--- src/rtl/truth_table_sweeper.sv ---
// Exhaustive sweep-and-check engine: walks every N_IN-bit input vector in order,
// compares the block's single-bit output with a golden truth table, and reports the result.
module truth_table_sweeper #(
   parameter int                   N_IN      = 4,
   parameter int                   HOLD      = 2,
   parameter logic [(2**N_IN)-1:0] EXPECTED  = '0,
   parameter logic [(2**N_IN)-1:0] SKIP_MASK = '0
) (
   input  logic            clk,
   input  logic            rst,
   input  logic            start,
   input  logic            dut_out,
   output logic [N_IN-1:0] vec,
   output logic            vec_valid,
   output logic            busy,
   output logic            done,
   output logic            pass,
   output logic [N_IN:0]   err_count,
   output logic [N_IN-1:0] first_fail,
   output logic            fail_seen
);

   localparam int              HW        = (HOLD > 1) ? $clog2(HOLD) : 1;
   localparam logic [HW-1:0]   HOLD_LAST = HW'(HOLD - 1);
   localparam logic [N_IN-1:0] LAST_VEC  = '1;
   localparam logic [N_IN:0]   ERR_ONE   = (N_IN + 1)'(1);

   typedef enum logic [1:0] {IDLE, APPLY, DONE} state_t;

   state_t          state;
   logic [HW-1:0]   hold_cnt;
   logic            skip_now;
   logic            sample_now;
   logic            mismatch;
   logic            step;
   logic [N_IN-1:0] next_vec;
   logic [N_IN:0]   err_next;

   // A skipped vector lasts one cycle; an applied one is sampled on its last hold cycle.
   assign skip_now   = SKIP_MASK[vec];
   assign sample_now = !skip_now && (hold_cnt == HOLD_LAST);
   assign mismatch   = dut_out != EXPECTED[vec];
   assign step       = skip_now || sample_now;
   assign next_vec   = vec + N_IN'(1);
   assign err_next   = (sample_now && mismatch) ? err_count + ERR_ONE : err_count;

   always_ff @(posedge clk) begin
      if (rst) begin
         state      <= IDLE;
         hold_cnt   <= '0;
         vec        <= '0;
         vec_valid  <= 1'b0;
         busy       <= 1'b0;
         done       <= 1'b0;
         pass       <= 1'b0;
         err_count  <= '0;
         first_fail <= '0;
         fail_seen  <= 1'b0;
      end else begin
         case (state)
            IDLE: begin
               if (start) begin
                  state      <= APPLY;
                  hold_cnt   <= '0;
                  vec        <= '0;
                  vec_valid  <= !SKIP_MASK[0];
                  busy       <= 1'b1;
                  pass       <= 1'b0;
                  err_count  <= '0;
                  first_fail <= '0;
                  fail_seen  <= 1'b0;
               end
            end
            APPLY: begin
               if (step) begin
                  hold_cnt  <= '0;
                  err_count <= err_next;
                  if (sample_now && mismatch && !fail_seen) begin
                     first_fail <= vec;
                     fail_seen  <= 1'b1;
                  end
                  // The final compare is folded into pass through err_next.
                  if (vec == LAST_VEC) begin
                     state     <= DONE;
                     vec_valid <= 1'b0;
                     busy      <= 1'b0;
                     done      <= 1'b1;
                     pass      <= (err_next == '0);
                  end else begin
                     vec       <= next_vec;
                     vec_valid <= !SKIP_MASK[next_vec];
                  end
               end else begin
                  hold_cnt <= hold_cnt + HW'(1);
               end
            end
            DONE: begin
               done  <= 1'b0;
               state <= IDLE;
            end
            default: state <= IDLE;
         endcase
      end
   end

endmodule

--- config.mk ---
export PLATFORM = sky130hd
export DESIGN_NAME = truth_table_sweeper
export DESIGN_NICKNAME = d
export VERILOG_FILES = /design/src/rtl/truth_table_sweeper.sv
export SDC_FILE = /design/constraint.sdc
export NUM_CORES = 1
export LEC_CHECK = 0
export BUFFER_PORTS_ARGS = -buffer_cell sky130_fd_sc_hd__buf_2
export CAP_MARGIN = 20
export CORE_MARGIN = 3
export CORE_UTILIZATION = 35
export CTS_BUF_LIST = sky130_fd_sc_hd__clkbuf_16
export CTS_CLUSTER_SIZE = 10
export DETAILED_ROUTE_END_ITERATION = 8
export GPL_TIMING_DRIVEN = 0
export PLACE_DENSITY = 0.67
export SYNTH_ARGS = -nofsm -noshare
export SYNTH_HDL_FRONTEND = slang
export SYNTH_SLANG_ARGS = --single-unit
--- constraint.sdc ---
create_clock -name clk -period 3.5 [get_ports clk]
set_input_delay 0.175 -clock clk [delete_from_list [all_inputs] [get_ports clk]]
set_output_delay 0.175 -clock clk [all_outputs]
set_load 0.1 [all_outputs]
==> results of run 1 <==
-- how the worst min path moves through the flow --
stage | from | end | slack (ps) | cells after the start
floorplan | dut_out | err_count[1]$_SDFFE_PP0P_ | 330 | 2
global placement | first_fail[1]$_SDFFE_PP0P_ | first_fail[1]$_SDFFE_PP0P_ | 460 | 2
detailed placement | first_fail[0]$_SDFFE_PP0P_ | first_fail[0]$_SDFFE_PP0P_ | 460 | 2
CTS | rst | pass$_SDFFE_PP0P_ | 220 | 3
global route | rst | pass$_SDFFE_PP0P_ | 230 | 3
finish | rst | pass$_SDFFE_PP0P_ | 220 | 3
-- tightest hold or removal path: stages --
cell and delay [ps]:
buf_2 90, or4_1 100, o31ai_1 60
-- area by class of cell --
type,count,area [µm²],share of cell area
Clock inverter,1,3.75,0.00302
Buffer,7,36.3,0.0292
Timing Repair Buffer,21,105,0.0846
Sequential cell,21,420,0.338
Tap cell,30,37.5,0.0302
Clock buffer,3,75.1,0.0604
Inverter,2,7.51,0.00604
Multi-Input combinational cell,93,557,0.448
-- flip-flops by register name (all words and copies together) (netlist names) --
signal,cells
first_fail,4
fail_seen,1
vec_valid,1
hold_cnt,1
err_count,5
done,1
state,2
busy,1
vec,4
pass,1
-- per-layer routing --
layer / vias to the layer above / wire length, µm / track usage
li1: 494 / - / -
met1: 460 / 1110 / 0.181
met2: 23 / 1110 / 0.236
met3: 5 / 116 / 0.0432
met4: 0 / 26 / 0.0538
met5: - / 0 / 0
-- cell usage in the layout, fill, tap and decap left out, types with 2 or more instances in the layout --
cell type	count
nand2_1	6
a21boi_0	2
inv_1	3
buf_2	22
nor3_1	4
a21oi_1	14
clkbuf_16	3
nor2_1	11
o31ai_1	2
o21ai_0	10
or2_2	2
clkbuf_1	4
o21a_1	2
ha_1	2
nand3_1	8
nand2b_1	5
a211oi_1	2
dfxtp_1	21
nor4_1	2
mux2i_1	4
nand3b_1	2
nor2b_1	3
or4_1	2
-- cells by family (layout without fill, tap and decap cells) --
group                    after synthesis  count (layout)  share of synthesized area
multiplexers                           4               4                     0.0392
buffers and inverters                  9              34                     0.0429
adder cells (fa/ha/maj)                2               2                     0.0245
AO/OA/AOI/OAI                         34              34                      0.195
flip-flops                            21              21                      0.412
AND/OR/NAND/NOR                       53              53                      0.287
-- synthesized netlist by cell type --
cell       n  area share
nand2b_1   5       0.031
and3_1     1      0.0061
clkbuf_2   1      0.0049
a211oi_2   1       0.012
or2_2      2       0.012
and4_4     1       0.011
a211oi_1   2       0.015
nand4_1    1      0.0061
nor2b_1    3       0.018
clkbuf_1   4       0.015
nand3_1    8       0.039
mux2i_1    4       0.039
nor2_1    11       0.040
or4_1      2       0.015
o31ai_1    2       0.015
and2_1     1      0.0061
nand3b_1   2       0.015
nor4_1     2       0.012
dfxtp_1   21        0.41
o21ai_0   10       0.049
nor3_1     4       0.020
buf_6      1       0.011
o21a_1     2       0.015
a21oi_1   14       0.069
nand2_1    6       0.022
nand3_2    1      0.0098
a21boi_0   2       0.015
inv_1      2      0.0074
ha_1       2       0.025
buf_2      1      0.0049
or2_1      1      0.0061
a31oi_1    1      0.0061
and3b_1    1      0.0086
and4_1     1      0.0086
-- metrics by stage --
step / hold WS (ps) / area, µm² / setup WS, ps / instances / utilization
after floorplan: 327 / 1020 / 1040 / 123 / -
after global placement: 456 / 1160 / 1610 / 174 / 0.445
after detailed placement: 462 / 1160 / 1580 / 174 / 0.445
after CTS: 225 / 1240 / 1560 / 178 / 0.476
after global routing: 235 / 1240 / 1430 / 178 / 0.476
final: 224 / 1240 / 1560 / 178 / 0.476
-- power by group through the flow --
stage          combinational (µW)  clock (µW)  sequential (µW)
4_1_cts                      68.0         237              247
3_5_place_dp                 67.8           0              253
3_3_place_gp                 67.0           0              252
6_report                     68.0         234              247
2_1_floorplan                30.5           0              275
5_1_grt                      73.0         250              248
==> report_table.html, run 1 <==
<table>
<tr><th>Metric</th><th>Value</th></tr>
<tr><th colspan="2">Run status</th></tr>
<tr><td>Result of the run</td><td>finished clean</td></tr>
<tr><th colspan="2">Clock tree</th></tr>
<tr><td>Cell at the root of the clock tree</td><td>clkbuf_16</td></tr>
<tr><td>Setup Buffers After CTS</td><td>0</td></tr>
<tr><td>Clock Pin Slew Worst Setup and Hold Paths</td><td>50 ps</td></tr>
<tr><td>Count of clock tree sinks</td><td>21</td></tr>
<tr><td>CTS H-tree lvls</td><td>1</td></tr>
<tr><td>Hold bufs inserted after CTS</td><td>0</td></tr>
<tr><td>Post-cts gate resize count</td><td>0</td></tr>
<tr><td>Later-pin clock latency in the skew report</td><td>250 ps</td></tr>
<tr><td>Clock tree from TritonCTS</td><td>done</td></tr>
<tr><td>CTS buffer count</td><td>3</td></tr>
<tr><td>Maximum count of clock buffers along a single path</td><td>2</td></tr>
<tr><th colspan="2">Power</th></tr>
<tr><td>Sequential power share</td><td>0.450</td></tr>
<tr><td>Proportion of power drawn by the clock network</td><td>0.426</td></tr>
<tr><td>Net Sw Frac</td><td>0.246</td></tr>
<tr><td>Internal power</td><td>414 µW</td></tr>
<tr><td>Maximum ir drop on the vdd rail</td><td>0.241 mV</td></tr>
<tr><td>Switching power of the nets</td><td>135 µW</td></tr>
<tr><td>Combinational fraction of design power</td><td>0.124</td></tr>
<tr><td>Total power of the final layout</td><td>549 µW</td></tr>
<tr><td>Power density normalized to cell area</td><td>442 mW/mm²</td></tr>
<tr><td>Static leakage power</td><td>0.000502 µW</td></tr>
<tr><th colspan="2">Timing</th></tr>
<tr><td># setup viols final</td><td>0</td></tr>
<tr><td>Fmax</td><td>516 MHz</td></tr>
<tr><td>RSZ-0062 raised after global routing</td><td>no</td></tr>
<tr><td>Setup Skew</td><td>1.84 ps</td></tr>
<tr><td>Post-layout minimum cycle time</td><td>1940 ps</td></tr>
<tr><td>Post-route fraction of the period consumed by the critical path</td><td>0.554</td></tr>
<tr><td>Slew at the pin closest to its max-slew limit</td><td>497 ps</td></tr>
<tr><td>Count of endpoints failing hold in the final timing report</td><td>0</td></tr>
<tr><td>Slew headroom</td><td>0.668</td></tr>
<tr><td>Number of pins with negative max-slew slack in the final report</td><td>0</td></tr>
<tr><td>Setup TNS after final layout</td><td>0 ps</td></tr>
<tr><th colspan="2">Floorplan</th></tr>
<tr><td>Die ar.</td><td>0.00360 mm²</td></tr>
<tr><td>Width of the die</td><td>60.0 µm</td></tr>
<tr><td>Vert. Die Dim</td><td>60.0 µm</td></tr>
<tr><td>Placeable core region</td><td>0.00261 mm²</td></tr>
<tr><td>Initial cell density of the core</td><td>0.391</td></tr>
<tr><td>Ports placed on the boundary</td><td>22</td></tr>
<tr><td>Number of placement rows</td><td>18</td></tr>
<tr><th colspan="2">Detailed routing</th></tr>
<tr><td>Routed Antenna Nets</td><td>0</td></tr>
<tr><td>Total length of routed wires</td><td>2360 µm</td></tr>
<tr><td>Count of vias placed by the detailed router</td><td>982</td></tr>
<tr><td>Detailed Route Iter0 Violations</td><td>35</td></tr>
<tr><td>Count of unresolved DRC violations after routing</td><td>0</td></tr>
<tr><td>Detail-routed via count per cell</td><td>5.52</td></tr>
<tr><td>Mean routed wirelength per cell</td><td>13.3 µm</td></tr>
<tr><td>Detailed-routing iteration count for the pre-antenna-repair pass</td><td>4</td></tr>
<tr><th colspan="2">Critical path</th></tr>
<tr><td>Critical path class</td><td>flip-flop to flip-flop</td></tr>
<tr><td>Endpoint of the worst register-to-register path</td><td>pass$_SDFFE_PP0P_</td></tr>
<tr><td>Critical path's slowest cell</td><td>or4_1</td></tr>
<tr><td>Type of element capturing the critical path</td><td>flip-flop</td></tr>
<tr><td>Crit path capture</td><td>pass$_SDFFE_PP0P_</td></tr>
<tr><td>Logic depth of the worst path, buffers included</td><td>5</td></tr>
<tr><td>Number of cells on the worst reg-to-reg path</td><td>5</td></tr>
<tr><td>Worst R2R Setup Slack</td><td>1560 ps</td></tr>
<tr><td>Critical Path AT</td><td>2100 ps</td></tr>
<tr><td>Reg2reg start</td><td>vec[0]$_SDFFE_PP0P_</td></tr>
<tr><td>Kind of start point of the critical path</td><td>flip-flop</td></tr>
<tr><td>Top Family by Delay on Critical Path</td><td>simple AND/OR/NAND/NOR gates</td></tr>
<tr><td>Delay of the slowest cell on the worst path</td><td>520 ps</td></tr>
<tr><td>Series of cell instances along the critical path</td><td>ha_1 -&gt; and4_4 -&gt; nand3_2 -&gt; or4_1 -&gt; o31ai_1</td></tr>
<tr><td>Origin of the worst setup path</td><td>vec[0]$_SDFFE_PP0P_</td></tr>
<tr><td>Critical path required time</td><td>3660 ps</td></tr>
<tr><td>Buffers &amp; Inverters on Critical Path</td><td>0</td></tr>
<tr><td>Worst-path fanout max</td><td>7</td></tr>
<tr><th colspan="2">Job</th></tr>
<tr><td>Max cap viols</td><td>0</td></tr>
<tr><th colspan="2">Layout</th></tr>
<tr><td>Net total in the final layout</td><td>155</td></tr>
<tr><td>Antenna diode count</td><td>0</td></tr>
<tr><td>Share of final-layout standard cells stronger than drive strength 1</td><td>0.216</td></tr>
<tr><td>Filler instances</td><td>253</td></tr>
<tr><td>P&amp;R area growth vs syn</td><td>21.7%</td></tr>
<tr><th colspan="2">Yosys</th></tr>
<tr><td>Synth Register Bits</td><td>21</td></tr>
<tr><td>Distinct cells, synth</td><td>34</td></tr>
<tr><td>Synth Warn #</td><td>0</td></tr>
<tr><td>Sequential fraction of the synthesis area</td><td>0.412</td></tr>
<tr><td>Mean post-synth cell area</td><td>8.30 µm²</td></tr>
<tr><td>Post-synth net total</td><td>129</td></tr>
<tr><td>Number of cells produced by synthesis</td><td>123</td></tr>
<tr><td>Mapped Area</td><td>0.00102 mm²</td></tr>
<tr><th colspan="2">Placement</th></tr>
<tr><td>Detailed-placement wirelength estimate</td><td>1760 µm</td></tr>
<tr><td>RePlAce Congestion</td><td>0.844</td></tr>
<tr><td>Number of buffers inserted by port buffering</td><td>21</td></tr>
<tr><th colspan="2">Global route</th></tr>
<tr><td>All-Layer GR Usage</td><td>0.146</td></tr>
<tr><td>Total overflow reported by the global router</td><td>0</td></tr>
<tr><td>First-pass GRT wire length</td><td>3950 µm</td></tr>
<tr><td>Maximum number of pins on one net before global-route repair</td><td>12</td></tr>
<tr><td>Vias in the first global route</td><td>918</td></tr>
<tr><td>Antenna violations before repair</td><td>0</td></tr>
<tr><th colspan="2">Worst hold path</th></tr>
<tr><td>Worst min path class</td><td>input port to flip-flop</td></tr>
</table>
(Power assumes the default switching activity.)
==> inputs of run 2 (changes only) <==
clock period = 1.8 ns   (was 3.5 ns; I/O delays follow)
==> run 2 against run 1 <==
Clock power grew 100%. Clock-buffer cell count is the same. Global-route usage up 1.1 points. Worst hold slack worse by 79 ps. Largest cell class unchanged. Die area did not move. Largest power group unchanged. Total power rose by 96%. Cell area up 4.0%. Critical path depth is the same. Flip-flop and latch count unchanged. Sequential power increased by 91%.
==> report_table.html, run 2 (synthesized netlist as in run 1, its figures left out) <==
<table>
<tr><th>Metric</th><th>Value</th></tr>
<tr><th colspan="2">Timing</th></tr>
<tr><td>Count of endpoints failing hold in the final timing report</td><td>0</td></tr>
<tr><td>Setup Skew</td><td>5.16 ps</td></tr>
<tr><td>Post-layout minimum cycle time</td><td>1710 ps</td></tr>
<tr><td>RSZ-0062 raised after global routing</td><td>yes</td></tr>
<tr><td>Final Hold Slack</td><td>145 ps</td></tr>
<tr><td>Number of pins with negative max-slew slack in the final report</td><td>0</td></tr>
<tr><td>Slew headroom</td><td>0.633</td></tr>
<tr><td>Fmax</td><td>584 MHz</td></tr>
<tr><td>Slew at the pin closest to its max-slew limit</td><td>550 ps</td></tr>
<tr><td># setup viols final</td><td>0</td></tr>
<tr><td>Post-route fraction of the period consumed by the critical path</td><td>0.951</td></tr>
<tr><th colspan="2">Layout</th></tr>
<tr><td>Max FFs per register</td><td>5</td></tr>
<tr><td>Most common cell after layout, fill and taps aside</td><td>buf_2</td></tr>
<tr><td>Biggest register</td><td>err_count</td></tr>
<tr><td>P&amp;R area growth vs syn</td><td>26.6%</td></tr>
<tr><td>Share of final-layout standard cells stronger than drive strength 1</td><td>0.293</td></tr>
<tr><td>Antenna diode count</td><td>0</td></tr>
<tr><td>Finished layout cell area</td><td>0.00129 mm²</td></tr>
<tr><td>Most used cells in the layout excluding fill and tap cells</td><td>buf_2 (22), a21oi_1 (14), dfxtp_1 (13)</td></tr>
<tr><td>Net total in the final layout</td><td>154</td></tr>
<tr><td>Largest registers</td><td>err_count: 5 flops, first_fail: 4 flops, vec: 4 flops</td></tr>
<tr><th colspan="2">Clock tree</th></tr>
<tr><td>CTS H-tree lvls</td><td>1</td></tr>
<tr><td>Setup Buffers After CTS</td><td>0</td></tr>
<tr><td>Clock Pin Slew Worst Setup and Hold Paths</td><td>60 ps</td></tr>
<tr><td>CTS buffer count</td><td>3</td></tr>
<tr><td>Later-pin clock latency in the skew report</td><td>260 ps</td></tr>
<tr><td>Cell at the root of the clock tree</td><td>clkbuf_16</td></tr>
<tr><td>Hold bufs inserted after CTS</td><td>0</td></tr>
<tr><td>Count of clock tree sinks</td><td>21</td></tr>
<tr><td>Clock tree from TritonCTS</td><td>done</td></tr>
<tr><td>Maximum count of clock buffers along a single path</td><td>2</td></tr>
<tr><th colspan="2">Detailed routing</th></tr>
<tr><td>Routed Antenna Nets</td><td>0</td></tr>
<tr><td>Mean routed wirelength per cell</td><td>13.7 µm</td></tr>
<tr><td>Detailed-routing iteration count for the pre-antenna-repair pass</td><td>4</td></tr>
<tr><td>Total length of routed wires</td><td>2430 µm</td></tr>
<tr><td>Count of vias placed by the detailed router</td><td>962</td></tr>
<tr><td>Count of unresolved DRC violations after routing</td><td>0</td></tr>
<tr><td>Detail-routed via count per cell</td><td>5.44</td></tr>
<tr><td>Detailed Route Iter0 Violations</td><td>19</td></tr>
<tr><th colspan="2">Floorplan</th></tr>
<tr><td>Die ar.</td><td>0.00360 mm²</td></tr>
<tr><td>Initial cell density of the core</td><td>0.391</td></tr>
<tr><td>Width of the die</td><td>60.0 µm</td></tr>
<tr><td>Ports placed on the boundary</td><td>22</td></tr>
<tr><td>Number of placement rows</td><td>18</td></tr>
<tr><td>Vert. Die Dim</td><td>60.0 µm</td></tr>
<tr><td>Placeable core region</td><td>0.00261 mm²</td></tr>
<tr><th colspan="2">Power</th></tr>
<tr><td>Sequential power share</td><td>0.440</td></tr>
<tr><td>Switching power of the nets</td><td>277 µW</td></tr>
<tr><td>Power density normalized to cell area</td><td>832 mW/mm²</td></tr>
<tr><td>Maximum ir drop on the vdd rail</td><td>0.542 mV</td></tr>
<tr><td>Combinational fraction of design power</td><td>0.123</td></tr>
<tr><td>Proportion of power drawn by the clock network</td><td>0.437</td></tr>
<tr><td>Internal power</td><td>799 µW</td></tr>
<tr><td>Static leakage power</td><td>0.000505 µW</td></tr>
<tr><td>Net Sw Frac</td><td>0.257</td></tr>
<tr><th colspan="2">Job</th></tr>
<tr><td>Max cap viols</td><td>0</td></tr>
<tr><th colspan="2">Global route</th></tr>
<tr><td>First-pass GRT wire length</td><td>4240 µm</td></tr>
<tr><td>Maximum number of pins on one net before global-route repair</td><td>13</td></tr>
<tr><td>Antenna violations before repair</td><td>0</td></tr>
<tr><td>Vias in the first global route</td><td>975</td></tr>
<tr><td>All-Layer GR Usage</td><td>0.157</td></tr>
<tr><td>Total overflow reported by the global router</td><td>0</td></tr>
<tr><th colspan="2">Critical path</th></tr>
<tr><td>Critical Path AT</td><td>1880 ps</td></tr>
<tr><td>Type of element capturing the critical path</td><td>flip-flop</td></tr>
<tr><td>Delay of the slowest cell on the worst path</td><td>530 ps</td></tr>
<tr><td>Reg2reg start</td><td>vec[0]$_SDFFE_PP0P_</td></tr>
<tr><td>Critical path class</td><td>flip-flop to flip-flop</td></tr>
<tr><td>Kind of start point of the critical path</td><td>flip-flop</td></tr>
<tr><td>Critical path required time</td><td>1970 ps</td></tr>
<tr><td>Critical path's slowest cell</td><td>or4_4</td></tr>
<tr><td>Origin of the worst setup path</td><td>vec[0]$_SDFFE_PP0P_</td></tr>
<tr><td>Worst R2R Setup Slack</td><td>90 ps</td></tr>
<tr><td>Number of cells on the worst reg-to-reg path</td><td>5</td></tr>
<tr><td>Series of cell instances along the critical path</td><td>ha_4 -&gt; and4_4 -&gt; nand3_4 -&gt; or4_4 -&gt; o31ai_2</td></tr>
<tr><td>Worst-path fanout max</td><td>7</td></tr>
<tr><th colspan="2">Placement</th></tr>
<tr><td>Detailed-placement wirelength estimate</td><td>1790 µm</td></tr>
<tr><td>Number of buffers inserted by port buffering</td><td>21</td></tr>
<tr><td>Placed Instance Area</td><td>0.00121 mm²</td></tr>
<tr><td>RePlAce Congestion</td><td>0.807</td></tr>
<tr><th colspan="2">Worst hold path</th></tr>
<tr><td>Worst min path class</td><td>input port to flip-flop</td></tr>
<tr><td>Hold Path Depth</td><td>3</td></tr>
<tr><td>Hold Startpoint</td><td>rst</td></tr>
<tr><th colspan="2">Run status</th></tr>
<tr><td>Result of the run</td><td>finished clean</td></tr>
</table>
==> run 2: layout make-up <==
type	count	area [µm²]
Buffer	6	31.3
Clock buffer	3	75.1
Clock inverter	1	5.00
Fill cell	262	1320
Inverter	2	7.51
Multi-Input combinational cell	93	586
Sequential cell	21	445
Tap cell	30	37.5
Timing Repair Buffer	21	105
==> run 2: critical path, delay by kind of cell, from the launching register on <==
kind	cells	cell delay [ps]
adders and majority gates	1	160
and+or+nand+nor	3	900
DFF	1	390
AOI/OAI and AO/OA	1	180
==> run 2: metal layers <==
layer / wire (µm) / track usage / share of wire
met5: 0 / 0 / 0
met4: 51 / 0.0759 / 0.021
met3: 139 / 0.0302 / 0.057
met2: 1150 / 0.256 / 0.47
met1: 1090 / 0.196 / 0.45
==> run 2: power by group through the flow <==
stage,combinational [µW],clock [µW],sequential [µW]
2_1_floorplan,60.1,0,527
3_3_place_gp,132,0,482
3_5_place_dp,133,0,483
4_1_cts,134,482,473
5_1_grt,142,500,474
6_report,132,470,473
==> run 2: path summary, 6_finish.rpt <==
check / endpoint
setup / recovery: pass$_SDFFE_PP0P_
setup reg to reg: pass$_SDFFE_PP0P_
hold / removal: pass$_SDFFE_PP0P_
hold reg to reg: first_fail[2]$_SDFFE_PP0P_
==> run 2: what timing repair did <==
action	in CTS	in global routing
endpoints found under the hold margin	0	0
endpoints found under the setup margin	0	3
gates resized for setup	0	2
==> run 2: per-stage QoR <==
step | utilization | TNS [ps] | power [µW] | setup WS, ps | std cells
global route | 0.495 | -12.2 | 1120 | -12.2 | 177
CTS | 0.493 | 0 | 1090 | 37.5 | 178
global placement | 0.463 | 0 | 614 | 103 | 174
finish | 0.495 | 0 | 1080 | 87.8 | 177
detailed placement | 0.463 | 0 | 616 | 60.1 | 174
floorplan | - | -32.0 | 587 | -32.0 | 123
==> inputs of run 3 (changes only) <==
CAP_MARGIN = default   (was 20)
PLACE_DENSITY = 0.57   (was 0.67)
==> run 3 against run 2 <==
Largest power group unchanged. Sequential share of layout area grew 0.10 points. Worst setup slack lost 0.90 ps. Largest cell class unchanged. First-iteration DRC count grew 63%. Critical path type unchanged. Worst hold slack lost 7.5 ps. Cell area shrank 0.29%. Sequential power is essentially flat. Maximum frequency is essentially flat. Non-clock buffer count grew 1.
==> report_table.html, run 3 (synthesized netlist as in run 1, its figures left out) <==
<table>
<tr><th>Metric</th><th>Value</th></tr>
<tr><th colspan="2">Floorplan</th></tr>
<tr><td>Number of placement rows</td><td>18</td></tr>
<tr><td>Width of the die</td><td>60.0 µm</td></tr>
<tr><td>Placeable core region</td><td>0.00261 mm²</td></tr>
<tr><td>Die ar.</td><td>0.00360 mm²</td></tr>
<tr><td>Ports placed on the boundary</td><td>22</td></tr>
<tr><td>Vert. Die Dim</td><td>60.0 µm</td></tr>
<tr><td>Initial cell density of the core</td><td>0.391</td></tr>
<tr><th colspan="2">Global route</th></tr>
<tr><td>Vias in the first global route</td><td>847</td></tr>
<tr><td>Maximum number of pins on one net before global-route repair</td><td>13</td></tr>
<tr><td>Total overflow reported by the global router</td><td>0</td></tr>
<tr><td>First-pass GRT wire length</td><td>3960 µm</td></tr>
<tr><td>Antenna violations before repair</td><td>0</td></tr>
<tr><td>All-Layer GR Usage</td><td>0.149</td></tr>
<tr><th colspan="2">Detailed routing</th></tr>
<tr><td>Count of vias placed by the detailed router</td><td>952</td></tr>
<tr><td>Mean routed wirelength per cell</td><td>13.6 µm</td></tr>
<tr><td>Count of unresolved DRC violations after routing</td><td>0</td></tr>
<tr><td>Total length of routed wires</td><td>2420 µm</td></tr>
<tr><td>Detailed Route Iter0 Violations</td><td>31</td></tr>
<tr><td>Detailed-routing iteration count for the pre-antenna-repair pass</td><td>4</td></tr>
<tr><td>Routed Antenna Nets</td><td>0</td></tr>
<tr><td>Detail-routed via count per cell</td><td>5.35</td></tr>
<tr><th colspan="2">Critical path</th></tr>
<tr><td>Delay of the slowest cell on the worst path</td><td>520 ps</td></tr>
<tr><td>Worst-path fanout max</td><td>7</td></tr>
<tr><td>Series of cell instances along the critical path</td><td>ha_4 -&gt; and4_4 -&gt; nand3_4 -&gt; or4_1 -&gt; o31ai_1</td></tr>
<tr><td>Buffers &amp; Inverters on Critical Path</td><td>0</td></tr>
<tr><td>Critical path required time</td><td>1970 ps</td></tr>
<tr><td>Kind of start point of the critical path</td><td>flip-flop</td></tr>
<tr><td>Top Family by Delay on Critical Path</td><td>simple AND/OR/NAND/NOR gates</td></tr>
<tr><td>Critical path's slowest cell</td><td>or4_1</td></tr>
<tr><td>Critical Path AT</td><td>1880 ps</td></tr>
<tr><td>Critical path class</td><td>flip-flop to flip-flop</td></tr>
<tr><td>Type of element capturing the critical path</td><td>flip-flop</td></tr>
<tr><th colspan="2">Placement</th></tr>
<tr><td>RePlAce Congestion</td><td>0.747</td></tr>
<tr><td>Total instance count after detailed placement</td><td>174</td></tr>
<tr><td>Detailed-placement wirelength estimate</td><td>1800 µm</td></tr>
<tr><td>Number of buffers inserted by port buffering</td><td>21</td></tr>
<tr><td>Setup slack after placement</td><td>90.9 ps</td></tr>
<tr><th colspan="2">Clock tree</th></tr>
<tr><td>Setup Buffers After CTS</td><td>0</td></tr>
<tr><td>Clock tree from TritonCTS</td><td>done</td></tr>
<tr><td>CTS H-tree lvls</td><td>1</td></tr>
<tr><td>Clock Pin Slew Worst Setup and Hold Paths</td><td>50 ps</td></tr>
<tr><td>Maximum count of clock buffers along a single path</td><td>2</td></tr>
<tr><td>Hold bufs inserted after CTS</td><td>0</td></tr>
<tr><td>Cell at the root of the clock tree</td><td>clkbuf_16</td></tr>
<tr><td>Later-pin clock latency in the skew report</td><td>250 ps</td></tr>
<tr><td>Count of clock tree sinks</td><td>21</td></tr>
<tr><td>Post-cts gate resize count</td><td>0</td></tr>
<tr><td>CTS buffer count</td><td>3</td></tr>
<tr><th colspan="2">Layout</th></tr>
<tr><td>P&amp;R area growth vs syn</td><td>26.2%</td></tr>
<tr><td>Max FFs per register</td><td>5</td></tr>
<tr><td>Biggest register</td><td>err_count</td></tr>
<tr><td>Final instance count without filler cells</td><td>178</td></tr>
<tr><td>Most common cell after layout, fill and taps aside</td><td>buf_2</td></tr>
<tr><td>Share of final-layout standard cells stronger than drive strength 1</td><td>0.284</td></tr>
<tr><td>Final core utilization</td><td>0.493</td></tr>
<tr><td>Register Area</td><td>445 µm²</td></tr>
<tr><td>Net total in the final layout</td><td>155</td></tr>
<tr><td>Antenna diode count</td><td>0</td></tr>
<tr><td>Filler instances</td><td>267</td></tr>
<tr><td>Most used cells in the layout excluding fill and tap cells</td><td>buf_2 (22), a21oi_1 (14), dfxtp_1 (13)</td></tr>
<tr><td>Largest registers</td><td>err_count: 5 flops, first_fail: 4 flops, vec: 4 flops</td></tr>
<tr><td>Multi-input combinational cell area</td><td>577 µm²</td></tr>
<tr><th colspan="2">Power</th></tr>
<tr><td>Sequential power share</td><td>0.443</td></tr>
<tr><td>Net Sw Frac</td><td>0.251</td></tr>
<tr><td>Maximum ir drop on the vdd rail</td><td>0.854 mV</td></tr>
<tr><td>Proportion of power drawn by the clock network</td><td>0.431</td></tr>
<tr><td>Power density normalized to cell area</td><td>828 mW/mm²</td></tr>
<tr><td>Internal power</td><td>799 µW</td></tr>
<tr><td>Switching power of the nets</td><td>268 µW</td></tr>
<tr><td>Static leakage power</td><td>0.000504 µW</td></tr>
<tr><td>Combinational fraction of design power</td><td>0.126</td></tr>
<tr><th colspan="2">Timing</th></tr>
<tr><td># setup viols final</td><td>0</td></tr>
<tr><td>Final Hold Slack</td><td>138 ps</td></tr>
<tr><td>Post-route fraction of the period consumed by the critical path</td><td>0.952</td></tr>
<tr><td>RSZ-0062 raised after global routing</td><td>no</td></tr>
<tr><td>Slew headroom</td><td>0.654</td></tr>
<tr><td>Count of endpoints failing hold in the final timing report</td><td>0</td></tr>
<tr><td>Fmax</td><td>584 MHz</td></tr>
<tr><td>Post-layout minimum cycle time</td><td>1710 ps</td></tr>
<tr><td>Setup Skew</td><td>1.56 ps</td></tr>
<tr><td>Number of pins with negative max-slew slack in the final report</td><td>0</td></tr>
<tr><td>Slew at the pin closest to its max-slew limit</td><td>519 ps</td></tr>
<tr><td>Setup slack after layout</td><td>86.9 ps</td></tr>
<tr><th colspan="2">Run status</th></tr>
<tr><td>Result of the run</td><td>finished clean</td></tr>
<tr><th colspan="2">Job</th></tr>
<tr><td>Max cap viols</td><td>0</td></tr>
<tr><th colspan="2">Worst hold path</th></tr>
<tr><td>Worst min path class</td><td>input port to flip-flop</td></tr>
</table>
-- run 3: changes by cell type in the layout (fill, tap and decap cells not counted), sizes merged --
cell	previous run	this run
clkbuf	7	8
-- run 3: worst register-to-register path, delay by kind of cell (launching register included) --
kind                       cells  cell delay [ps]
and+or+nand+nor                3              900
DFF                            1              390
AOI/OAI and AO/OA              1              190
adders and majority gates      1              150
-- run 3: final timing paths --
path                         startpoint                    endpoint  slack, ps  depth (start not counted)
max                 vec[0]$_SDFFE_PP0P_           pass$_SDFFE_PP0P_         90                          5
max reg2reg         vec[0]$_SDFFE_PP0P_           pass$_SDFFE_PP0P_         90                          5
min reg2reg  first_fail[2]$_SDFFE_PP0P_  first_fail[2]$_SDFFE_PP0P_        460                          2
min                                 rst           pass$_SDFFE_PP0P_        140                          4
-- run 3: power by group through the flow --
stage | sequential (µW) | combinational (µW) | clock [µW]
final | 473 | 134 | 460
after CTS | 473 | 135 | 479
after global placement | 483 | 134 | 0
after global routing | 473 | 145 | 493
after floorplan | 527 | 60.1 | 0
after detailed placement | 483 | 134 | 0
-- run 3: area by class of cell --
type | count | share of cell area
Multi-Input combinational cell | 93 | 0.448
Sequential cell | 21 | 0.346
Timing Repair Buffer | 21 | 0.0816
Clock buffer | 3 | 0.0583
Tap cell | 30 | 0.0291
Buffer | 7 | 0.0282
Inverter | 2 | 0.00583
Clock inverter | 1 | 0.00388
-- run 3: metrics by stage --
stage,total power [µW],cell area [µm²],TNS (ps)
4_1_cts,1090,1290,0
3_3_place_gp,616,1210,0
6_report,1070,1290,0
3_5_place_dp,617,1210,0
2_1_floorplan,587,1070,-32.0
5_1_grt,1110,1290,0
-- run 3: layer usage --
metal,vias to the layer above,part of all wire,track usage
li1,491,-,-
met1,434,0.48,0.201
met2,25,0.44,0.218
met3,2,0.067,0.0432
met4,0,0.0095,0.0665
met5,-,0,0
